==> src/rtl/mult_div_ctrl_pkg.sv <==
// Shared definitions for the shift/add multiply and restoring divide controller.
// Holds the FSM state encoding, the op codes and the step-counter width helper.
package mult_div_ctrl_pkg;

  typedef enum logic [2:0] {
    ST_IDLE  = 3'd0,
    ST_INIT  = 3'd1,
    ST_RUN   = 3'd2,
    ST_WRITE = 3'd3,
    ST_DONE  = 3'd4
  } state_t;

  localparam logic OP_MULT = 1'b0;
  localparam logic OP_DIV  = 1'b1;

  // Bits needed to hold WIDTH-1 (at least one bit).
  function automatic int step_cnt_width(input int width);
    return (width <= 2) ? 1 : $clog2(width);
  endfunction

endpackage

==> src/rtl/mult_div_ctrl_step_counter.sv <==
// Loadable down-counter that paces the iterative RUN phase.
// zero is a plain decode of the count register.
module step_counter #(
  parameter int CW = 5
) (
  input  logic          clk,
  input  logic          reset_n,
  input  logic          load,
  input  logic          dec,
  input  logic [CW-1:0] load_value,
  output logic [CW-1:0] count,
  output logic          zero
);

  always_ff @(posedge clk or negedge reset_n) begin
    if (!reset_n) begin
      count <= '0;
    end else if (load) begin
      count <= load_value;
    end else if (dec) begin
      count <= count - CW'(1);
    end
  end

  assign zero = (count == '0);

endmodule

==> src/rtl/mult_div_ctrl.sv <==
// Sequencer for an external multiply/divide datapath: emits load, clear and
// step strobes and reports busy/done/div0 status.
module mult_div_ctrl
  import mult_div_ctrl_pkg::*;
#(
  parameter int WIDTH = 32
) (
  input  logic clk,
  input  logic reset_n,
  input  logic start,
  input  logic op,
  input  logic abort,
  input  logic mplier_lsb,
  input  logic rem_neg,
  input  logic divisor_zero,
  output logic op_load,
  output logic acc_clear,
  output logic shift,
  output logic add_en,
  output logic sub_en,
  output logic restore,
  output logic hi_load,
  output logic lo_load,
  output logic busy,
  output logic done,
  output logic div0
);

  localparam int CW = step_cnt_width(WIDTH);
  localparam logic [CW-1:0] LOAD_VAL = CW'(WIDTH - 1);

  state_t        state;
  state_t        state_next;
  logic          op_q;
  logic          div0_pend;
  logic          cnt_load;
  logic          cnt_dec;
  logic          cnt_zero;
  logic [CW-1:0] cnt;

  always_ff @(posedge clk or negedge reset_n) begin
    if (!reset_n) begin
      state     <= ST_IDLE;
      op_q      <= OP_MULT;
      div0_pend <= 1'b0;
    end else begin
      state <= state_next;
      if (state == ST_IDLE && start && !abort) begin
        op_q <= op;
      end
      // Remembered from INIT so DONE can flag the zero divisor.
      if (state == ST_INIT) begin
        div0_pend <= (op_q == OP_DIV) && divisor_zero && !abort;
      end else if (state == ST_IDLE || state == ST_DONE) begin
        div0_pend <= 1'b0;
      end
    end
  end

  step_counter #(.CW(CW)) u_step_counter (
    .clk        (clk),
    .reset_n    (reset_n),
    .load       (cnt_load),
    .dec        (cnt_dec),
    .load_value (LOAD_VAL),
    .count      (cnt),
    .zero       (cnt_zero)
  );

  always_comb begin
    state_next = state;
    op_load    = 1'b0;
    acc_clear  = 1'b0;
    shift      = 1'b0;
    add_en     = 1'b0;
    sub_en     = 1'b0;
    restore    = 1'b0;
    hi_load    = 1'b0;
    lo_load    = 1'b0;
    done       = 1'b0;
    div0       = 1'b0;
    cnt_load   = 1'b0;
    cnt_dec    = 1'b0;
    busy       = (state != ST_IDLE);

    case (state)
      ST_IDLE: begin
        if (start && !abort) state_next = ST_INIT;
      end
      ST_INIT: begin
        op_load   = 1'b1;
        acc_clear = 1'b1;
        cnt_load  = 1'b1;
        if (abort)                                 state_next = ST_IDLE;
        else if (op_q == OP_DIV && divisor_zero)   state_next = ST_DONE;
        else                                       state_next = ST_RUN;
      end
      ST_RUN: begin
        // add_en and restore follow the live datapath flags within RUN.
        shift   = 1'b1;
        cnt_dec = 1'b1;
        add_en  = (op_q == OP_MULT) && mplier_lsb;
        sub_en  = (op_q == OP_DIV);
        restore = (op_q == OP_DIV) && rem_neg;
        if (abort)         state_next = ST_IDLE;
        else if (cnt_zero) state_next = ST_WRITE;
      end
      ST_WRITE: begin
        hi_load    = 1'b1;
        lo_load    = 1'b1;
        state_next = abort ? ST_IDLE : ST_DONE;
      end
      ST_DONE: begin
        done       = 1'b1;
        div0       = div0_pend;
        state_next = ST_IDLE;
      end
      default: state_next = ST_IDLE;
    endcase
  end

  logic unused_cnt;
  assign unused_cnt = ^cnt;

endmodule

==> config.mk <==
export PLATFORM = sky130hd
export DESIGN_NAME = mult_div_ctrl
export DESIGN_NICKNAME = d
export VERILOG_FILES = /design/src/rtl/mult_div_ctrl_pkg.sv /design/src/rtl/mult_div_ctrl_step_counter.sv /design/src/rtl/mult_div_ctrl.sv
export SDC_FILE = /design/constraint.sdc
export NUM_CORES = 1
export LEC_CHECK = 0
export CAP_MARGIN = 20
export CORE_MARGIN = 2
export CORE_UTILIZATION = 38
export DETAILED_ROUTE_END_ITERATION = 8
export GPL_TIMING_DRIVEN = 0
export HOLD_SLACK_MARGIN = 0.03
export PLACE_DENSITY = 0.8
export SETUP_SLACK_MARGIN = 0.2
export SYNTH_ARGS = -nofsm -noshare
export SYNTH_HDL_FRONTEND = slang
export SYNTH_SLANG_ARGS = --single-unit
==> constraint.sdc <==
create_clock -name clk -period 1.9 [get_ports clk]
set_clock_uncertainty 0.1 [all_clocks]
set_input_delay 0.475 -clock clk [delete_from_list [all_inputs] [get_ports clk]]
set_output_delay 0.475 -clock clk [all_outputs]
set_load 0.05 [all_outputs]
==> impl_metrics.ini, run 1 <==
[clock_network]
tritoncts = built
clkSinkCount = 10
ctsHoldBuffers = 0
path_clk_slew_ns = 0.07
cts-buffers-inserted = 3
cts_buffer_depth = 2
ctsHtreeMaxLevel = 1
clk_latency_ns = 0.28
root_buffer = clkbuf_4

[place]
dp_cells = 89
numPortBuffers = 18
finalWeightedCongestion = 0.769
dp_hpwl_um = 949
placed_cell_area_um2 = 800

[logic_synthesis]
synth_commonest_cells = 10 x dfrtp_1, 6 x nor2_1
synth_cells = 56
yosysMostFrequentCell = dfrtp_1
synth-seq-cells = 10
netlist_area_um2 = 572
yosys_warnings = 0
synthFlopType = dfrtp_1
synth_cell_types = 29
postSynth.asyncResetShare_pct = 100
synth_area_leaders = dfrtp_1 44%, buf_4 3.9%, nor2_1 3.9%
synth_top_area_share_pct = 43.8
syn_area_per_cell_um2 = 10.2
synth-edff-count = 0
ys_seq_area_share_pct = 43.8
yosysTopAreaCell = dfrtp_1
syn_nets = 65

[timing]
min_period_over_period_pct = 109
timing.final.crit_period_ns = 2.08
max_slew_margin_pct = 69.1
worst_pin_slew_ns = 0.462
hold_viol_final = 0
rsz0062_at_grt = yes
holdWs_ns = 0.413
fin_ws_ns = -0.178
drv_slew = 0
fmax_mhz = 481
setup_viol = 10
tns_ns = -0.951

[floorplanning]
rows = 13
die_w_um = 42.8
start_util_pct = 42.4
die_area_mm2 = 0.00183
fp.dieH_um = 42.8
core_mm2 = 0.00135
ios = 19

[pwr]
vdd_drop_max_v = 0.000395
power_density_mw_per_mm2 = 719
p_leak_nw = 0.483
total_power_w = 0.000742

[min_path]
hold_path_class = input port to asynchronous set/reset pin

[grt]
grt_antenna_before_repair = 0
grt_pass1_vias = 569
grt_pass1_wl_mm = 2.68
grt_max_degree = 11
grt_usage_pct = 21.1
grt_overflow_total = 0

[run_status]
status = finished, violations left
violations = negative setup slack

[detailed_routing]
vias = 558
drt_iter0_drc = 15
drt-total-wl_mm = 1.70
wl_per_cell_um = 15.6
final_antenna_net_count = 0
first_pass_iters = 4
drc = 0
viasPerCell = 5.12

[critical_path]
rr_startpoint = state[2]
timing.rr.end = u_step_counter.count[4]
endpoint_kind = output port
startpoint_type = register
crit_path_max_fanout = 5
r2r_cells = 7
rrSetupSlack_ns = 0.32
arrival_ns = 1.50
crit_type = register to output port
cp.required_ns = 1.32

[finish]
nets = 104
drive_gt1_share_pct = 54.3
area.growth.synth_to_final_pct = 80.3
final_area_mm2 = 0.00103
stdcell_count = 109
antenna_cells = 0

[flow_run]
maxCapViolCount = 0
-- timing repair --
action | 4_1_cts | 5_1_grt
setup buffers | 10 | 6
gates resized for setup | 90 | 5
pin swaps | 4 | 3
endpoints found under the setup margin | 11 | 12
hold endpoints to repair | 0 | 0
gates cloned | 0 | 0
-- critical path, cell delays in order (launching register included) --
cell and delay [ns]:
dfrtp_2 0.45, or3b_4 0.39, buf_6 0.14, clkinv_8 0.04, buf_12 0.08, buf_12 0.12
-- logic make-up after synthesis --
logic type	share of synthesized area (%)
AO/OA/AOI/OAI	11.4
buffers and inverters	8.75
adder cells (fa/ha/maj)	2.19
XOR/XNOR	1.53
multiplexers	5.47
flip-flops	43.8
AND/OR/NAND/NOR	26.9
-- layer usage --
metal	vias to the layer above	track usage, %	wire [um]
li1	272	-	-
met1	258	22.4	689
met5	-	0	0
met2	22	33.9	844
met3	6	8.09	102
met4	0	15.0	66
-- worst max path at each step --
stage | from | end | slack [ns] | cells past startpoint
6_report | state[2] | op_load | -0.18 | 5
5_1_grt | state[2] | op_load | -0.21 | 5
4_1_cts | state[2] | op_load | -0.17 | 5
3_5_place_dp | mplier_lsb | add_en | -0.57 | 3
3_3_place_gp | state[1] | add_en | -0.58 | 4
2_1_floorplan | state[0] | add_en | 0.04 | 3
-- cells in the final DEF, fill, tap and decap left out, types with 3 or more instances in the layout --
master | Yosys | routed
buf_4 | 3 | 16
nor2_1 | 6 | 5
buf_6 | 1 | 8
dfrtp_2 | 0 | 3
a21oi_1 | 3 | 3
clkdlybuf4s50_1 | 0 | 7
dfrtp_1 | 10 | 7
buf_8 | 0 | 5
nand2_1 | 3 | 3
clkbuf_4 | 0 | 3
-- registers in the layout (all words and copies together), names as in the netlist --
register	cells
div0_pend	1
op_q	1
state	3
u_step_counter.count	5
-- area by class of cell --
cell class	instances	area (um^2)
timing repair buffer	34	342
fill	89	319
multi-input combinational	39	303
sequential	10	254
buffer	4	53.8
clock buffer	4	36.3
inverter	3	23.8
tap	15	18.8
-- stage by stage --
step           setup WS [ns]  util [%]
5_1_grt               -0.206      76.4
6_report              -0.178      76.4
2_1_floorplan         0.0430         -
3_5_place_dp          -0.567      59.2
3_3_place_gp          -0.576      59.2
4_1_cts               -0.166      71.6
-- power breakdown --
| group | leakage, nW | internal [W] | switching (W) |
|---|---|---|---|
| logic | 0.353 | 0.000140 | 0.000130 |
| clock network | 0.0210 | 0.000117 | 0.0000778 |
| registers | 0.109 | 0.000245 | 0.0000336 |
Power figures use the tool's default switching activity.
==> run 2: changes to the inputs <==
CTS_CLUSTER_DIAMETER = 50   (was not set)
SETUP_SLACK_MARGIN = not set   (was 0.2)
==> impl_metrics.ini, run 2 (synthesized netlist as in run 1, its figures left out) <==
[critical_path]
timing.rr.end = state[0]
cp.required_ns = 1.32
crit_path_max_fanout = 7
endpoint = add_en
r2r_cells = 5
rrSetupSlack_ns = 0.35
cp-startpoint = state[0]
crit_type = register to output port
endpoint_kind = output port
arrival_ns = 1.45
startpoint_type = register
rr_startpoint = u_step_counter.count[0]

[clock_network]
clk_latency_ns = 0.27
cts-buffers-inserted = 3
clkSinkCount = 10
root_buffer = clkbuf_4
ctsHtreeMaxLevel = 1
cts_buffer_depth = 2
tritoncts = built
path_clk_slew_ns = 0.06

[finish]
area.growth.synth_to_final_pct = 62.6
drive_gt1_share_pct = 46.6
antenna_cells = 0
mostFrequentLayoutCells = 16 x buf_4, 7 x dfrtp_1, 7 x clkdlybuf4s50_1, 7 x buf_8, 6 x nor2_1
multi_input_comb_area_um2 = 289
top_register = u_step_counter.count
nets = 99
largest_reg_flops = 5
seq_area_um2 = 254
num-fill-cells = 103
top_regs = u_step_counter.count: 5 flops, state: 3 flops
final_common_cell = buf_4
fin_util_pct = 68.9

[run_status]
status = finished, violations left
violations = negative setup slack

[floorplanning]
fp.dieH_um = 42.8
die_area_mm2 = 0.00183
start_util_pct = 42.4
die_w_um = 42.8
rows = 13
ios = 19
core_mm2 = 0.00135

[grt]
grt_usage_pct = 17.5
grt_overflow_total = 0
grt_antenna_before_repair = 0
grt_pass1_vias = 501
grt_max_degree = 11
grt_pass1_wl_mm = 2.26

[detailed_routing]
drt_iter0_drc = 9
first_pass_iters = 4
viasPerCell = 5.27
final_antenna_net_count = 0
wl_per_cell_um = 14.4
drc = 0
vias = 543
drt-total-wl_mm = 1.48

[timing]
setup_viol = 10
drv_slew = 0
fmax_mhz = 495
hold_viol_final = 0
rsz0062_at_grt = yes
fin_ws_ns = -0.121
min_period_over_period_pct = 106
worst_pin_slew_ns = 0.478
max_slew_margin_pct = 68.0
timing.final.crit_period_ns = 2.02

[pwr]
power_density_mw_per_mm2 = 718
vdd_drop_max_v = 0.000405
p_leak_nw = 0.436

[min_path]
hold_path_class = register to register

[place]
dp_hpwl_um = 925
numPortBuffers = 18
place_ws_ns = -0.649
finalWeightedCongestion = 0.702

[flow_run]
maxCapViolCount = 0
run 2: changes by cell type in the layout (fill, tap and decap cells not counted), sizes merged:
| cell | previous run | this run |
|---|---|---|
| buf | 31 | 26 |
| clkbuf | 4 | 3 |
run 2: cell type report:
type	instances	share of cell area [%]
Buffer	3	3.23
Clock buffer	3	2.42
Inverter	3	1.75
Multi-Input combinational cell	39	31.1
Sequential cell	10	27.3
Tap cell	15	2.02
Timing Repair Buffer	30	32.2
run 2: routing by layer:
| metal | up-vias | share of wire (%) | global-route usage (%) |
|---|---|---|---|
| li1 | 264 | - | - |
| met1 | 261 | 41 | 19.2 |
| met2 | 14 | 53 | 27.3 |
| met3 | 4 | 4.0 | 8.51 |
| met4 | 0 | 1.7 | 10.0 |
| met5 | - | 0 | 0 |
run 2: worst min-delay path by stage:
| stage | startpoint | end | slack (ns) | cells after the start |
|---|---|---|---|---|
| 2_1_floorplan | reset_n | div0_pend | 0.08 | 0 |
| 5_1_grt | u_step_counter.count[4] | u_step_counter.count[4] | 0.40 | 1 |
| 3_5_place_dp | u_step_counter.count[4] | u_step_counter.count[4] | 0.37 | 1 |
| 3_3_place_gp | u_step_counter.count[4] | u_step_counter.count[4] | 0.36 | 1 |
| 4_1_cts | u_step_counter.count[4] | u_step_counter.count[4] | 0.38 | 1 |
| 6_report | u_step_counter.count[4] | u_step_counter.count[4] | 0.38 | 1 |
run 2: critical path: stages (launching register included):
cell and delay (ns):
dfrtp_2 0.45, nor3b_4 0.23, buf_6 0.15, and3b_2 0.20, buf_8 0.14
run 2: power by group:
part	internal [W]	switching (W)	total [W]
clock	0.0000732	0.0000711	0.000144
combinational	0.000122	0.000121	0.000243
sequential	0.000245	0.0000354	0.000280
run 2: through the flow:
step | hold slack [ns] | TNS (ns) | total power [W] | std cells | instance area [um^2]
finish | 0.376 | -0.590 | 0.000667 | 103 | 930
global route | 0.395 | -1.19 | 0.000707 | 103 | 930
CTS | 0.381 | -0.638 | 0.000650 | 99 | 860
detailed placement | 0.371 | -4.63 | 0.000479 | 89 | 774
global placement | 0.363 | -4.44 | 0.000470 | 89 | 774
floorplan | 0.0794 | 0 | 0.000411 | 56 | 576
run 2: timing repair:
item                       4_1_cts  5_1_grt
gates resized for setup         77       16
hold buffers                     0        0
setup endpoints to repair       11       10
gates cloned                     0        0
buffers inserted                 7        5
pin swaps                        3        2
